### config.mk
export PLATFORM = sky130hd
export DESIGN_NAME = host_load_seq_flat
export DESIGN_NICKNAME = d
export VERILOG_FILES = /design/src/rtl/host_load_seq_if.sv /design/src/rtl/host_load_seq.sv /design/src/flat_wrapper.sv
export SDC_FILE = /design/constraint.sdc
export NUM_CORES = 1
export LEC_CHECK = 0
export BUFFER_PORTS_ARGS = -buffer_cell sky130_fd_sc_hd__buf_2
export CORE_MARGIN = 5
export CORE_UTILIZATION = 52
export DETAILED_ROUTE_END_ITERATION = 16
export GPL_TIMING_DRIVEN = 0
export PLACE_DENSITY = 0.76
export SLEW_MARGIN = 20
export SYNTH_ARGS = -nofsm -noshare
export SYNTH_HDL_FRONTEND = slang
export SYNTH_SLANG_ARGS = --single-unit
### constraint.sdc
create_clock -name wb_clk_i -period 2.1 [get_ports wb_clk_i]
set_input_delay 0.21 -clock wb_clk_i [delete_from_list [all_inputs] [get_ports wb_clk_i]]
set_output_delay 0.21 -clock wb_clk_i [all_outputs]
set_load 0.02 [all_outputs]
### src/rtl/host_load_seq_if.sv
// host_load_seq_if
//   Bundles the word-source read port and the byte-wide host-controller
//   load handshake that host_load_seq drives.
//
//   src_rd      sequencer -> source : one-cycle read strobe
//   src_idx     sequencer -> source : word index being read
//   src_data    source -> sequencer : word data, valid 1 cycle after src_rd
//   hc_data     sequencer -> host   : byte (registered)
//   hc_valid    sequencer -> host   : byte valid
//   hc_ack_data host -> sequencer   : byte accepted
//   hc_ack      host -> sequencer   : whole word (address + data) accepted
//
//   master : the sequencer side; slave : the source/host side.
interface host_load_seq_if;
  logic        src_rd;
  logic [31:0] src_idx;
  logic [31:0] src_data;
  logic [7:0]  hc_data;
  logic        hc_valid;
  logic        hc_ack_data;
  logic        hc_ack;

  modport master (
    output src_rd, src_idx, hc_data, hc_valid,
    input  src_data, hc_ack_data, hc_ack
  );

  modport slave (
    input  src_rd, src_idx, hc_data, hc_valid,
    output src_data, hc_ack_data, hc_ack
  );
endinterface

### src/rtl/host_load_seq.sv
// host_load_seq
//   Streams WORD_COUNT 32-bit words from a synchronous word source into the
//   host controller's byte-wide load port. Each word goes out as 4 address
//   bytes (BASE_ADDR+idx) followed by 4 data bytes, LSB first, one
//   valid/ack handshake per byte, then waits for the word acknowledge.
//   Any single wait longer than TIMEOUT cycles parks the block in ERR.
//
//   wb_clk_i   in   clock
//   wb_rst_i   in   synchronous active-high reset
//   start_i    in   begin a run (honoured only when not busy)
//   bus_io     master modport of host_load_seq_if (source + host handshake)
//   hc_done_o  out  run complete, held until next start or reset
//   busy_o     out  run in progress
//   err_o      out  ack timeout, held until next start or reset
module host_load_seq #(
  parameter int unsigned WORD_COUNT = 1456,
  parameter logic [31:0] BASE_ADDR  = 32'h0000_0040,
  parameter int unsigned TIMEOUT    = 1024
) (
  input  logic            wb_clk_i,
  input  logic            wb_rst_i,
  input  logic            start_i,
  host_load_seq_if.master bus_io,
  output logic            hc_done_o,
  output logic            busy_o,
  output logic            err_o
);

  localparam int unsigned WCW = $clog2(TIMEOUT + 1);

  typedef enum logic [2:0] {
    S_IDLE,
    S_FETCH,
    S_LATCH,
    S_SEND,
    S_GAP,
    S_WWACK,
    S_DONE,
    S_ERR
  } state_e;

  state_e         state_q;
  logic [31:0]    idx_q;
  logic [31:0]    addr_q;
  logic [31:0]    word_q;
  logic [2:0]     bcnt_q;
  logic [WCW-1:0] wcnt_q;
  logic           src_rd_q;
  logic [7:0]     hc_data_q;
  logic           hc_valid_q;
  logic           done_q;
  logic           err_q;

  logic [31:0]    addr_d;
  logic [2:0]     bcnt_d;
  logic [WCW-1:0] wcnt_d;
  logic           wait_expired;
  logic           last_word;

  // Byte k of the frame: 0..3 address bytes, 4..7 data bytes, LSB first.
  function automatic logic [7:0] frame_byte(input logic [31:0] a,
                                            input logic [31:0] d,
                                            input logic [2:0]  k);
    logic [63:0] f;
    f = {d, a};
    return f[{k, 3'b000} +: 8];
  endfunction

  always_comb begin
    addr_d       = BASE_ADDR + idx_q;
    bcnt_d       = bcnt_q + 3'd1;
    wcnt_d       = (wcnt_q == '1) ? wcnt_q : wcnt_q + WCW'(1);
    wait_expired = (wcnt_q == WCW'(TIMEOUT - 1));
    last_word    = (idx_q == 32'(WORD_COUNT - 1));
  end

  always_ff @(posedge wb_clk_i) begin
    if (wb_rst_i) begin
      state_q    <= S_IDLE;
      idx_q      <= '0;
      addr_q     <= '0;
      word_q     <= '0;
      bcnt_q     <= '0;
      wcnt_q     <= '0;
      src_rd_q   <= 1'b0;
      hc_data_q  <= '0;
      hc_valid_q <= 1'b0;
      done_q     <= 1'b0;
      err_q      <= 1'b0;
    end else begin
      src_rd_q <= 1'b0;
      case (state_q)
        S_IDLE, S_DONE, S_ERR: begin
          if (start_i) begin
            idx_q  <= '0;
            done_q <= 1'b0;
            err_q  <= 1'b0;
            if (WORD_COUNT == 0) begin
              done_q  <= 1'b1;
              state_q <= S_DONE;
            end else begin
              src_rd_q <= 1'b1;
              state_q  <= S_FETCH;
            end
          end
        end

        S_FETCH: state_q <= S_LATCH;

        S_LATCH: begin
          // Source data is valid in this cycle; byte 0 comes straight from
          // the freshly computed address so it is visible on SEND entry.
          word_q     <= bus_io.src_data;
          addr_q     <= addr_d;
          bcnt_q     <= '0;
          wcnt_q     <= '0;
          hc_data_q  <= addr_d[7:0];
          hc_valid_q <= 1'b1;
          state_q    <= S_SEND;
        end

        S_SEND: begin
          if (bus_io.hc_ack_data) begin
            hc_valid_q <= 1'b0;
            if (bcnt_q == 3'd7) begin
              wcnt_q  <= '0;
              state_q <= S_WWACK;
            end else begin
              state_q <= S_GAP;
            end
          end else if (wait_expired) begin
            hc_valid_q <= 1'b0;
            err_q      <= 1'b1;
            state_q    <= S_ERR;
          end else begin
            wcnt_q <= wcnt_d;
          end
        end

        S_GAP: begin
          bcnt_q     <= bcnt_d;
          hc_data_q  <= frame_byte(addr_q, word_q, bcnt_d);
          hc_valid_q <= 1'b1;
          wcnt_q     <= '0;
          state_q    <= S_SEND;
        end

        S_WWACK: begin
          if (bus_io.hc_ack) begin
            idx_q <= idx_q + 32'd1;
            if (last_word) begin
              done_q  <= 1'b1;
              state_q <= S_DONE;
            end else begin
              src_rd_q <= 1'b1;
              state_q  <= S_FETCH;
            end
          end else if (wait_expired) begin
            err_q   <= 1'b1;
            state_q <= S_ERR;
          end else begin
            wcnt_q <= wcnt_d;
          end
        end

        default: state_q <= S_IDLE;
      endcase
    end
  end

  assign bus_io.src_rd   = src_rd_q;
  assign bus_io.src_idx  = idx_q;
  assign bus_io.hc_data  = hc_data_q;
  assign bus_io.hc_valid = hc_valid_q;
  assign hc_done_o       = done_q;
  assign err_o           = err_q;
  assign busy_o          = !(state_q inside {S_IDLE, S_DONE, S_ERR});

endmodule
### src/flat_wrapper.sv
// flat-port wrapper written by rule: the top's interface ports become plain ports
module host_load_seq_flat 
#(
  parameter int unsigned WORD_COUNT = 1456,
  parameter logic [31:0] BASE_ADDR  = 32'h0000_0040,
  parameter int unsigned TIMEOUT    = 1024
)
  (wb_clk_i, wb_rst_i, start_i, hc_done_o, busy_o, err_o, bus_io_src_rd, bus_io_src_idx, bus_io_hc_data, bus_io_hc_valid, bus_io_src_data, bus_io_hc_ack_data, bus_io_hc_ack);
  host_load_seq_if bus_io_i ();
  input  logic wb_clk_i;
  input  logic wb_rst_i;
  input  logic start_i;
  output logic hc_done_o;
  output logic busy_o;
  output logic err_o;
  output wire logic [$bits(bus_io_i.src_rd)-1:0] bus_io_src_rd;
  output wire logic [$bits(bus_io_i.src_idx)-1:0] bus_io_src_idx;
  output wire logic [$bits(bus_io_i.hc_data)-1:0] bus_io_hc_data;
  output wire logic [$bits(bus_io_i.hc_valid)-1:0] bus_io_hc_valid;
  input wire logic [$bits(bus_io_i.src_data)-1:0] bus_io_src_data;
  input wire logic [$bits(bus_io_i.hc_ack_data)-1:0] bus_io_hc_ack_data;
  input wire logic [$bits(bus_io_i.hc_ack)-1:0] bus_io_hc_ack;
  assign bus_io_src_rd = bus_io_i.src_rd;
  assign bus_io_src_idx = bus_io_i.src_idx;
  assign bus_io_hc_data = bus_io_i.hc_data;
  assign bus_io_hc_valid = bus_io_i.hc_valid;
  assign bus_io_i.src_data = bus_io_src_data;
  assign bus_io_i.hc_ack_data = bus_io_hc_ack_data;
  assign bus_io_i.hc_ack = bus_io_hc_ack;
  host_load_seq #(.WORD_COUNT(WORD_COUNT), .BASE_ADDR(BASE_ADDR), .TIMEOUT(TIMEOUT)) u_core (.wb_clk_i(wb_clk_i), .wb_rst_i(wb_rst_i), .start_i(start_i), .bus_io(bus_io_i), .hc_done_o(hc_done_o), .busy_o(busy_o), .err_o(err_o));
endmodule
; ---- Yosys cells after proc, flatten, opt, wreduce, memory -nomap -nowiden
; Cells that the tools add are included.
[word_totals]
ram_bits = 0
ff_bits = 125
latchBits = 0
wordCells = 82
mem_count = 0
rom_bits = 0
inputBits = 37
[op_classes]
n_addsub = 4
bitwise_logic = 0
n_lt_le_gt_ge = 0
n_div = 0
reduce_logical = 15
eq_ne = 18
shift = 1
mux = 33
n_mul = 0
[op_table]
columns = operator, n
row1 = 32-bit 2-to-1 mux, 2
row2 = 32-bit one-hot mux with 2 select lines, 1
row3 = 64-bit by 7-bit indexed part select with 8-bit output, 1
row4 = 11-bit 2-to-1 mux, 5
row5 = 11-bit one-hot mux with 3 select lines, 1
row6 = "32-bit by 1-bit adder with 32-bit output, second input constant", 1
row7 = "7-bit by 32-bit adder with 32-bit output, first input constant", 1
row8 = "32-bit by 11-bit equality test with 1-bit output, second input constant", 1
row9 = 8-bit one-hot mux with 2 select lines, 1
row10 = "3-bit equality test, second input constant", 5
row11 = 3-bit 2-to-1 mux, 5
row12 = 3-bit one-hot mux with 5 select lines, 1
row13 = 1-bit 2-to-1 mux, 12
row14 = "11-bit by 1-bit adder with 11-bit output, second input constant", 1
row15 = "11-bit by 10-bit equality test with 1-bit output, second input constant", 1
row16 = "11-bit equality test, second input constant", 1
row17 = 3-bit nonzero test, 3
row18 = "2-bit != test, second input constant", 4
row19 = 4-bit AND reduction, 2
row20 = "3-bit by 2-bit equality test with 1-bit output, second input constant", 2
row21 = "3-bit by 2-bit != test with 1-bit output, second input constant", 2
row22 = 1-bit one-hot mux with 2 select lines, 3
row23 = 3-bit one-hot mux with 2 select lines, 1
row24 = 3-bit AND reduction, 2
row25 = 10 further kinds, 12

; ---- Depth between registers and ports, before layout
; Gate-level depths: netlist of the first run.
[logic_depth]
depth_word = 5
depth_mapped = 8

; ---- Worst setup path before layout of the first run
; OpenSTA, ideal clock, no wires.
[synth_timing]
path_type = register to register
start = register u_core.idx_q[6], in the netlist u_core.bus_io.src_idx[6]
end = register u_core.addr_q[30]
setup_ns = 0.086
t_arrival_ns = 2.020
slack_ns = -0.006
stages_incl_launch_ff = 8
required_ns = 2.014
synth_period_minus_slack_ns = 2.106
cell_sequence = dfxtp_1 ha_1 nand3_1 nor4_1 buf_2 nand3_1 xor2_1 a211oi_1
[synth_between]
elab_chain_len = 1
[synth_lines]
columns = item, line
row1 = start: declaration, host_load_seq.sv:43  ; logic [31:0] idx_q;
row2 = start signal: assignment, host_load_seq.sv:150  ; idx_q <= idx_q + 32'd1;
row3 = 7-bit by 32-bit adder with 32-bit output, host_load_seq.sv:70  ; addr_d = BASE_ADDR + idx_q;
row4 = end signal: assignment, host_load_seq.sv:114  ; addr_q <= addr_d;
row5 = end: declaration, host_load_seq.sv:44  ; logic [31:0] addr_q;
; No other way between the ends.
; A chain may end at the register's enable or synchronous reset.

; ---- Worst setup path after layout of the first run
[layout_timing]
start = register u_core.state_q[0]
end = register u_core.idx_q[25], in the netlist u_core.bus_io.src_idx[25]
[layout_between]
elab_chain_len = 4
[layout_lines]
columns = item, line
row1 = start: declaration, host_load_seq.sv:42  ; state_e state_q;
row2 = start signal: assignment, host_load_seq.sv:79  ; state_q <= S_IDLE;
row3 = start signal: assignment, host_load_seq.sv:100  ; state_q <= S_DONE;
row4 = start signal: assignment, host_load_seq.sv:103  ; state_q <= S_FETCH;
row5 = 3-bit equality test or 3-bit logical NOT (tied branches), host_load_seq.sv:92  ; case (state_q)
row6 = 3-bit OR reduction, host_load_seq.sv:92
row7 = 2-bit != test (no line) or 2-bit nonzero test (tied branches), --
row8 = 3-bit AND reduction (no line), --
; Parallel ways exist; a longest one is shown, timed or not.

==> impl_results.md, run 1 <==
* Top-area cell type share of the netlist area at between 40% and 50%
* Post-detailed-route count of antenna-violating nets at 0
* Synthesized area per cell at 8.48 µm²
* Fmax at 477 MHz
* Pre-antenna DRT Iters at 5
* Number of buffers inserted by hold repair at cts at 0
* Die X at 117 µm
* Input/output buffers at 80
* Final setup vio count at 0
* CP Cell Sequence: or4b_4 -> a311oi_4 -> nand2_4 -> buf_6 -> or3_4 -> a21oi_2
* Final design utilization at 64.5%
* DIE AREA at 0.0137 mm²
* Critical path required time at 2440 ps
* Yosys cell types at 50
* Max Clock Skew at 5.76 ps
* Cell Area, Placed at 0.00655 mm²
* Largest net degree at the start of global routing at 17
* Drt drc at 0
* Layout cell share with drive strength beyond 1 at 23.8%
* CP max-delay cell: or4b_4
* P&R area growth vs syn at 22.3%
* Worst Setup Start Kind: register
* HPWL after detailed placement at around 12 mm
* Post-route design area at 0.00730 mm²
* Root buffer cell: clkbuf_16
* Core Rows at 39
* Period utilisation layout at between 90% and 100%
* RSZ-0062 raised after global routing: yes
* Max-Slew Margin vs Limit at between 60% and 70%
* Setup_tns at 0 ps
* DR vias at 5628
* Total global routing overflow at 0
* H-tree depth at 4
* CP Class: register to register
* Worst path bufs/invs at 1
* Clock sink count at 125
* Initial antenna violation count at 0
* Post-synth top flop: dfxtp_1
* Largest stage delay, worst path at 590 ps
* Clk buf depth at 2
* DR WL/cell at 17.6 µm
* Placeable Area at 0.0113 mm²
* Power Dens Cells at 817 mW/mm²
* Initial core utilization at 52.7%
* Post-Layout Cell Count at 958
* Crit path DAT at between 2000 and 2500 ps
* Worst min-delay path class: input port to register
* Num ports at 82
* Global placement routability congestion at 0.941
* Placed Instances at 927
* Global-route wire length before repair at 26.6 mm
* Leakage at 2.77 nW
* # Max-Cap Violations at 0
* Cell Area, Synth at 0.00597 mm²
* WL final at 16.8 mm
* CP delay by family, top: simple AND/OR/NAND/NOR gates
* CP endpoint kind: register
* Pre-CTS setup slack at -435 ps
* Number of synthesized register bits at 125
* Post-synth EDFFs at 0
* Outcome: complete, no violations
* Sequential element share of the synthesized area at 41.9%
* Num CTS Buffers at 17
* Post-synth ARST share at 0%
* # diodes at 0
* Final hold violation count at 0
* CTS tree: built
* Clock transition at path regs at 50 ps
* Slew Limit Fails at 0
* Number of global-route vias before repair at 5384
* Worst-path maximum fanout at 5
* Nets@finish at 847
* Actual slew at the worst max-slew pin at 580 ps
* Height of the die at around 120 µm
* Leading area contributor after synthesis: dfxtp_1
* Maximum VDD drop at 0.624 mV
* Final WS setup at 1.96 ps
* Avg Vias per Cell at 5.87
* Minimum clock period at 2100 ps
* Total global-route track usage at 24.7%
* Mapped Nets at 747
* Clk_lat worst skew at 410 ps
* Synth warn at 0
* Initial DRC Count at 473
* Cells after Synth at between 700 and 800
* Synth area leaders: dfxtp_1 (42%), nand2_1 (6.8%), mux4_2 (6.0%), nor2_1 (5.2%), xor2_1 (5.1%)
[Yosys cell counts (all sizes together) (16+ instances only)]
| cell | number |
|---|---|
| buf | 18 |
| nor2 | 82 |
| clkbuf | 41 |
| nand4 | 18 |
| nand2 | 109 |
| xor2 | 35 |
| nor3 | 16 |
| a21oi | 59 |
| a211oi | 35 |
| nand3 | 26 |
| xnor2 | 19 |
| mux4 | 16 |
| dfxtp | 125 |
[worst reg2reg max path: stages (launching register included)]
cell	delay, ps
dfxtp_2	340
or4b_4	590
a311oi_4	410
nand2_4	110
buf_6	140
or3_4	320
a21oi_2	130
[layer usage]
| layer | vias to the layer above | global-route usage, % | wire length (µm) |
|---|---|---|---|
| li1 | 2668 | - | - |
| met1 | 2664 | 32.4 | 7020 |
| met2 | 259 | 40.8 | 8290 |
| met3 | 37 | 4.63 | 1190 |
| met4 | 0 | 9.17 | 335 |
| met5 | - | 0 | 0 |
[repair_timing]
item                       in CTS  in global routing
gates resized for setup        25                 49
gates cloned                    1                  0
setup buffers                   6                  3
setup endpoints to repair      91                113
pin swaps                      14                  6
[kinds of logic after synthesis]
| logic type | count (synthesis) | synth area share [%] |
|---|---|---|
| AOI/OAI and AO/OA | 132 | 14.3 |
| xor gates and xnor gates | 54 | 7.92 |
| adders and majority gates | 6 | 1.26 |
| buffers and inverters | 68 | 4.88 |
| DFF | 125 | 41.9 |
| muxes | 18 | 6.37 |
| and+or+nand+nor | 301 | 23.4 |
[per-stage QoR]
stage / hold slack (ps) / power, mW
floorplan: 346 / 3.06
global placement: 416 / 3.25
CTS: 30.5 / 5.96
finish: 38.6 / 5.97
detailed placement: 422 / 3.28
global route: 31.4 / 6.18
[layout make-up]
| class | count | area [µm²] |
|---|---|---|
| Fill cell | 947 | 4020 |
| Multi-Input combinational cell | 511 | 3290 |
| Timing Repair Buffer | 90 | 473 |
| Clock inverter | 8 | 67.6 |
| Inverter | 9 | 33.8 |
| Sequential cell | 125 | 2520 |
| Buffer | 50 | 268 |
| Clock buffer | 22 | 474 |
| Tap cell | 143 | 179 |
[final timing paths]
kind / depth (start not counted) / slack [ps] / start / end
worst max-delay path: 6 / 2 / u_core.state_q[0]$_SDFFE_PP0P_ / u_core.bus_io.src_idx[25]$_SDFFE_PP0P_
worst min-delay path: 3 / 40 / bus_io_src_data[2] / u_core.word_q[2]$_SDFFE_PP0N_
worst max register to register: 6 / 2 / u_core.state_q[0]$_SDFFE_PP0P_ / u_core.bus_io.src_idx[25]$_SDFFE_PP0P_
worst min register to register: 2 / 430 / u_core.wcnt_q[10]$_SDFFE_PP0P_ / u_core.wcnt_q[10]$_SDFFE_PP0P_
[where the power goes]
group	internal (mW)	switching, mW	total (mW)
Clock	1.69	1.01	2.70
Combinational	0.260	0.422	0.683
Sequential	2.50	0.0853	2.59
[flip-flops by register name (all words and copies together), names as in the netlist, 3 cells and up]
name                   flops
u_core.word_q             32
u_core.bus_io.hc_data      8
u_core.addr_q             32
u_core.wcnt_q             11
u_core.state_q             3
u_core.bcnt_q              3
u_core.bus_io.src_idx     32
[layout by cell type (no fill, tap or decap), drive strengths merged, types with 6 or more instances in the layout]
cell	instances
nor2	82
ha	6
nor2b	10
nand4	18
mux4	16
nand2	109
clkbuf	57
or3	7
buf	105
xor2	35
nand3	26
dfxtp	125
a21oi	59
inv	9
a311oi	8
xnor2	19
clkinv	6
nor4	6
o21ai	13
nor3	16
and3	7
a211oi	35
Note: power is estimated with default switching activity, not from simulation.
==> run 2, diff against run 1 <==
--- a/config.mk
+++ b/config.mk
@@ -7,10 +7,11 @@
 export LEC_CHECK = 0
 export BUFFER_PORTS_ARGS = -buffer_cell sky130_fd_sc_hd__buf_2
 export CORE_MARGIN = 5
-export CORE_UTILIZATION = 52
+export CORE_UTILIZATION = 54
+export CTS_BUF_LIST = sky130_fd_sc_hd__clkbuf_4 sky130_fd_sc_hd__clkbuf_8
 export DETAILED_ROUTE_END_ITERATION = 16
 export GPL_TIMING_DRIVEN = 0
-export PLACE_DENSITY = 0.76
+export PLACE_DENSITY = 0.79
 export SLEW_MARGIN = 20
 export SYNTH_ARGS = -nofsm -noshare
 export SYNTH_HDL_FRONTEND = slang
==> impl_results.md, run 2 (synthesized netlist as in run 1, its figures left out) <==
* Outcome: complete, no violations
* CP Class: register to register
* Die X at 115 µm (-1.7%)
* Commonest non-fill, non-tap cells in the layout: dfxtp_1 (118), nand2_1 (108), buf_2 (88)
* CP Cell Sequence: clkbuf_1 -> nand4_1 -> nor2_4 -> nand4_1 -> or3_1 -> a21oi_1
* H-tree depth at 4 (unchanged)
* CP max-delay cell: or3_1
* Critical path required time at 2490 ps (+50 ps)
* Clk buf depth at 2 (unchanged)
* P&R area growth vs syn at 24.0%
* Avg Vias per Cell at 5.99 (+2.0%)
* Num CTS Buffers at 17 (unchanged)
* CP endpoint kind: register
* Core Rows at 38 (-2.6%)
* R2r worst-path depth at 6 (unchanged)
* Global-route wire length before repair at 27.5 mm (+3.2%)
* Input/output buffers at 80 (unchanged)
* Pre-antenna DRT Iters at 5 (unchanged)
* Slew Limit Fails at 0 (unchanged)
* Nets@finish at 872 (+3.0%)
* Num ports at 82 (unchanged)
* Initial antenna violation count at 0 (unchanged)
* CTS tree: built
* Most common cell after layout, fill and taps aside: dfxtp_1
* RSZ-0062 raised after global routing: yes
* Multi-input logic area at 0.00326 mm² (-0.80%)
* DIE AREA at 0.0133 mm² (-3.4%)
* Worst Hold Depth at 3 (unchanged)
* Final setup vio count at 0 (unchanged)
* Post-detailed-route count of antenna-violating nets at 0 (unchanged)
* Register area at 0.00251 mm² (-0.25%)
* Maximum VDD drop at 0.660 mV (+5.7%)
* Height of the die at 115 µm (-1.7%)
* Worst Setup Start Kind: register
* Initial core utilization at 55.1% (+2.3 points)
* Initial DRC Count at 569 (+20%)
* Clock sink count at 125 (unchanged)
* Total global routing overflow at 0 (unchanged)
* Crit path DAT at 2440 ps (about the same)
* DR vias at 5884 (+4.5%)
* Worst r2r dst: u_core.bus_io.src_idx[31]$_SDFFE_PP0P_
* Clk_lat worst skew at 460 ps (+50 ps)
* Fmax at 488 MHz (+2.4%)
* Clock transition at path regs at 70 ps (+20 ps)
* Filler cells at 854 (-9.8%)
* Actual slew at the worst max-slew pin at 595 ps (+14.8 ps)
* Number of global-route vias before repair at 5627 (+4.5%)
* Setup_tns at 0 ps (unchanged)
* # Max-Cap Violations at 0 (unchanged)
* Layout cell share with drive strength beyond 1 at 22.7% (-1.1 points)
* Final design utilization at 68.2% (+3.8 points)
* Total global-route track usage at 26.3% (+1.5 points)
* Max-Slew Margin vs Limit at 60.3% (-0.69 points)
* Worst Hold Path EP: u_core.word_q[22]$_SDFFE_PP0N_
* Minimum clock period at 2050 ps (-49.3 ps)
* WL final at 17.3 mm (+3.1%)
* Power Dens Cells at 767 mW/mm² (-6.1%)
* Hold path startpoint: bus_io_src_data[22]
* R2R Setup Slk at 50 ps (+50 ps)
* Final hold violation count at 0 (unchanged)
* Largest net degree at the start of global routing at 17 (unchanged)
* Root buffer cell: clkbuf_8
* Global placement routability congestion at 0.863 (-8.3%)
* Max Clock Skew at 16.7 ps (+10.9 ps)
* Worst path most repeated cell: nand4_1
* Worst-path maximum fanout at 10 (+5)
* Worst min-delay path class: input port to register
* Placeable Area at 0.0108 mm² (-4.2%)
* Leakage at 2.81 nW (+1.6%)
* Drt drc at 0 (unchanged)
* HPWL after detailed placement at 12.0 mm (+1.2%)
* Largest stage delay, worst path at 380 ps (-210 ps)
* Worst r2r src: u_core.bus_io.src_idx[8]$_SDFFE_PP0P_
* DR WL/cell at 17.7 µm (+0.54%)
* Period utilisation layout at 97.6% (-2.3 points)
==> run 2: changes by cell type in the layout (fill, tap and decap cells not counted), sizes merged, moves of 3 or more <==
| cell | change |
|---|---|
| buf | +6 |
| bufinv | +3 |
| clkbuf | -6 |
| clkinv | -3 |
| clkinvlp | +3 |
| dlygate4sd3 | +23 |
==> run 2: metal layers <==
metal	track usage, %	up-vias	wire length (µm)
met3	6.74	59	1210
met2	42.1	293	8500
li1	-	2719	-
met5	0	-	0
met1	32.7	2813	7140
met4	13.6	0	507
==> run 2: area by class of cell <==
| cell class | count | share of cell area (%) |
|---|---|---|
| diodes | 1 | 0.0338 |
| plain buffers | 49 | 3.35 |
| clock buffers | 20 | 3.72 |
| clock inverters | 11 | 2.23 |
| inverters | 9 | 0.457 |
| multi-input cells | 511 | 44.1 |
| flip-flops and latches | 125 | 34.0 |
| well taps | 140 | 2.37 |
| repair buffers | 116 | 9.81 |
==> run 2: stage by stage <==
step	instance area [µm²]	std cells	hold WS [ps]	setup slack [ps]	power, mW
finish	7400	982	1.56	51.2	5.68
global route	7400	981	6.34	-119	5.87
CTS	7300	980	0.351	-28.9	5.63
detailed placement	6550	924	419	-434	3.29
global placement	6550	924	417	-396	3.25
floorplan	5970	704	346	3.31	3.06
==> run 2: worst max path at each step <==
stage	from	to	slack [ps]	cells past startpoint
detailed placement	u_core.bcnt_q[0]$_SDFFE_PP0P_	u_core.bus_io.hc_data[2]$_SDFFE_PP0P_	-430	6
finish	u_core.bus_io.src_idx[8]$_SDFFE_PP0P_	u_core.bus_io.src_idx[31]$_SDFFE_PP0P_	50	6
floorplan	u_core.bcnt_q[0]$_SDFFE_PP0P_	u_core.bus_io.hc_data[0]$_SDFFE_PP0P_	3	6
global route	u_core.bus_io.src_idx[8]$_SDFFE_PP0P_	u_core.bus_io.src_idx[31]$_SDFFE_PP0P_	-120	6
global placement	u_core.bcnt_q[0]$_SDFFE_PP0P_	u_core.bus_io.hc_data[2]$_SDFFE_PP0P_	-400	6
CTS	u_core.state_q[1]$_SDFFE_PP0P_	u_core.bus_io.src_idx[29]$_SDFFE_PP0P_	-30	6
==> run 2: critical path, delay by kind of cell, from the launching register on <==
family	cells	cell delay (ps)
AOI/OAI and AO/OA	1	160
and+or+nand+nor	4	1210
DFF	1	330
buffers and inverters	1	290
==> run 2: where the power goes <==
part	switching, mW	internal (mW)	leakage, nW
Combinational	0.439	0.287	1.58
Sequential	0.0880	2.50	1.02
Clock	0.993	1.37	0.213
Total	1.52	4.16	2.81
==> run 2: what timing repair did <==
item	in CTS	in global routing
setup buffers	6	6
hold endpoints to repair	21	2
resized for setup	21	34
setup endpoints to repair	87	106
cloned	1	0
pin swaps	13	4
hold buffers	21	2
==> run 3, diff against run 2 <==
--- a/config.mk
+++ b/config.mk
@@ -11,7 +11,7 @@
 export CTS_BUF_LIST = sky130_fd_sc_hd__clkbuf_4 sky130_fd_sc_hd__clkbuf_8
 export DETAILED_ROUTE_END_ITERATION = 16
 export GPL_TIMING_DRIVEN = 0
-export PLACE_DENSITY = 0.79
+export PLACE_DENSITY = 0.85
 export SLEW_MARGIN = 20
 export SYNTH_ARGS = -nofsm -noshare
 export SYNTH_HDL_FRONTEND = slang
==> impl_results.md, run 3 (synthesized netlist as in run 1, its figures left out) <==
* Outcome: complete, no violations
* CP startpoint: u_core.bcnt_q[0]$_SDFFE_PP0P_
* DR vias at 5940 (+0.95%)
* CTS tree: built
* # Max-Cap Violations at 0 (unchanged)
* HPWL after detailed placement at 11.3 mm (-5.7%)
* Root buffer cell: clkbuf_8
* Comb power frac at 14.0% (+1.2 points)
* Worst r2r src: u_core.bcnt_q[0]$_SDFFE_PP0P_
* Period utilisation layout at 98.3% (+0.78 points)
* Die X at 115 µm (unchanged)
* Max-Slew Margin vs Limit at 60.0% (-0.36 points)
* Maximum VDD drop at 0.441 mV (-33%)
* Total global routing overflow at 0 (unchanged)
* Avg Vias per Cell at 6.02 (+0.54%)
* Core Rows at 38 (unchanged)
* WL final at 17.6 mm (+1.7%)
* Pint at 3.70 mW (-11%)
* GR met3 Demand/Resource at 6.89% (+0.16 points)
* Fmax at 484 MHz (-0.79%)
* Num ports at 82 (unchanged)
* Sw Ratio at 29.8% (+3.0 points)
* Largest stage delay, worst path at 390 ps (about the same)
* Power share of the clock group at 36.9% (-4.8 points)
* Worst min-delay path class: input port to register
* Final setup vio count at 0 (unchanged)
* Placeable Area at 0.0108 mm² (unchanged)
* Power Dens Cells at 715 mW/mm² (-6.8%)
* Initial DRC Count at 655 (+15%)
* Worst Hold Depth at 3 (unchanged)
* Number of global-route vias before repair at 5677 (+0.89%)
* Worst r2r dst: u_core.bus_io.hc_data[5]$_SDFFE_PP0P_
* Slew Limit Fails at 0 (unchanged)
* Minimum clock period at 2070 ps (+16.4 ps)
* Critical path required time at 2400 ps (-90 ps)
* Clock sink count at 125 (unchanged)
* Grt met1 use at 34.2% (+1.5 points)
* DIE AREA at 0.0133 mm² (unchanged)
* CP endpoint kind: register
* Nets@finish at 876 (+0.46%)
* Num CTS Buffers at 17 (unchanged)
* Multi-input logic area at 0.00327 mm² (+0.27%)
* Commonest non-fill, non-tap cells in the layout: dfxtp_1 (117), nand2_1 (108), buf_2 (89)
* H-tree depth at 4 (unchanged)
* # diodes at 0 (-1)
* Total global-route track usage at 27.2% (+0.91 points)
* Worst path bufs/invs at 2 (+1)
* CP max-delay cell: dfxtp_1
* Final design utilization at 68.0% (-0.24 points)
* Crit path DAT at 2370 ps (-70 ps)
* CP delay by family, top: buffers and inverters
* Most common cell after layout, fill and taps aside: dfxtp_1
* Input/output buffers at 80 (unchanged)
* Max Clock Skew at 12.3 ps (-4.40 ps)
* Pre-antenna DRT Iters at 6 (+1)
* GRT busiest layer: met2
* Clk_lat worst skew at 460 ps (about the same)
* Initial antenna violation count at 0 (unchanged)
* Global placement routability congestion at 0.877 (+1.6%)
* Leakage at 2.79 nW (-0.88%)
* Cell Area, Placed at 0.00655 mm² (unchanged)
* Met2 usage at 42.4% (+0.39 points)
* Worst-path maximum fanout at 10 (unchanged)
* Initial core utilization at 55.1% (unchanged)
* Global-route wire length before repair at 28.0 mm (+1.9%)
* Reg power frac at 49.0% (+3.5 points)
* Post-route design area at 0.00737 mm² (-0.36%)
* Register area at 0.00252 mm² (+0.15%)
* CP Class: register to register
* Largest net degree at the start of global routing at 17 (unchanged)
* Clock transition at path regs at 80 ps (about the same)
* Net Sw Power at 1.57 mW (+3.2%)
* Worst Hold Path EP: u_core.word_q[13]$_SDFFE_PP0N_
* R2r worst-path depth at 6 (unchanged)
* Layout cell share with drive strength beyond 1 at 23.0% (+0.34 points)
* Actual slew at the worst max-slew pin at 601 ps (+5.43 ps)
* Final hold violation count at 0 (unchanged)
* Height of the die at 115 µm (unchanged)
* Hold path startpoint: bus_io_src_data[13]
* P&R area growth vs syn at 23.5%
* Drt drc at 0 (unchanged)
* R2R Setup Slk at 30 ps (-20 ps)
* Worst Setup Start Kind: register
* CP Cell Sequence: clkbuf_4 -> buf_2 -> mux4_2 -> nor2b_1 -> a211oi_1 -> a311oi_1
* Filler cells at 822 (-3.7%)
* Post-detailed-route count of antenna-violating nets at 0 (unchanged)
* DR WL/cell at 17.9 µm (+1.2%)
* Clk buf depth at 2 (unchanged)
-- run 3: cell types whose count changed in the layout (fill, tap and decap cells not counted), moves of 2 or more --
cell           delta
clkbuf_2          +2
buf_4             -2
clkinv_4          +5
bufinv_16         -4
dlygate4sd3_1     +3
-- run 3: layout make-up --
class / instances / share of cell area, %
Timing Repair Buffer: 118 / 10.1
Clock buffer: 20 / 3.73
Sequential cell: 125 / 34.1
Tap cell: 140 / 2.38
Buffer: 51 / 3.56
Inverter: 9 / 0.458
Multi-Input combinational cell: 511 / 44.3
Clock inverter: 12 / 1.24
-- run 3: worst reg2reg max path: stages, from the launching register on --
cell	delay, ps
dfxtp_1	390
clkbuf_4	290
buf_2	300
mux4_2	360
nor2b_1	170
a211oi_1	310
a311oi_1	90
-- run 3: what timing repair did --
action | in CTS | in global routing
hold endpoints to repair | 26 | 0
pin swaps | 9 | 4
buffers inserted | 8 | 3
gates cloned | 1 | 0
setup endpoints to repair | 90 | 116
gates resized for setup | 19 | 47
hold buffers | 26 | 0
-- run 3: stage by stage --
step	hold WS [ps]	worst slack, ps	TNS (ps)	total power [mW]	cells
after floorplan	346	3.31	0	3.06	704
after global placement	416	-401	-8400	3.26	924
after detailed placement	426	-441	-11930	3.27	924
after CTS	0.323	0.895	0	5.22	987
after global routing	11.2	-19.3	-39.9	5.45	986
final	17.2	34.8	0	5.27	986
-- run 3: how the worst max path moves through the flow --
| stage | end | slack (ps) | cells past startpoint |
|---|---|---|---|
| 6_report | u_core.bus_io.hc_data[5]$_SDFFE_PP0P_ | 30 | 6 |
| 3_3_place_gp | u_core.bus_io.hc_data[2]$_SDFFE_PP0P_ | -400 | 6 |
| 3_5_place_dp | u_core.bus_io.hc_data[1]$_SDFFE_PP0P_ | -440 | 6 |
| 5_1_grt | u_core.addr_q[24]$_SDFFE_PP0N_ | -20 | 8 |
| 4_1_cts | u_core.bus_io.src_idx[23]$_SDFFE_PP0P_ | 0.9 | 6 |
| 2_1_floorplan | u_core.bus_io.hc_data[0]$_SDFFE_PP0P_ | 3 | 6 |
-- run 3: per-layer routing --
layer / share of wire, % / wire length, µm / vias to the layer above
met5: 0 / 0 / -
met1: 38 / 6700 / 2729
met3: 10 / 1820 / 75
li1: - / - / 2733
met2: 47 / 8340 / 403
met4: 4.4 / 783 / 0
-- run 3: power by group through the flow --
stage	logic (mW)	registers (mW)	clock network [mW]
6_report	0.740	2.58	1.95
5_1_grt	0.808	2.59	2.05
4_1_cts	0.698	2.57	1.94
3_5_place_dp	0.644	2.63	0
3_3_place_gp	0.637	2.62	0
2_1_floorplan	0.454	2.61	0
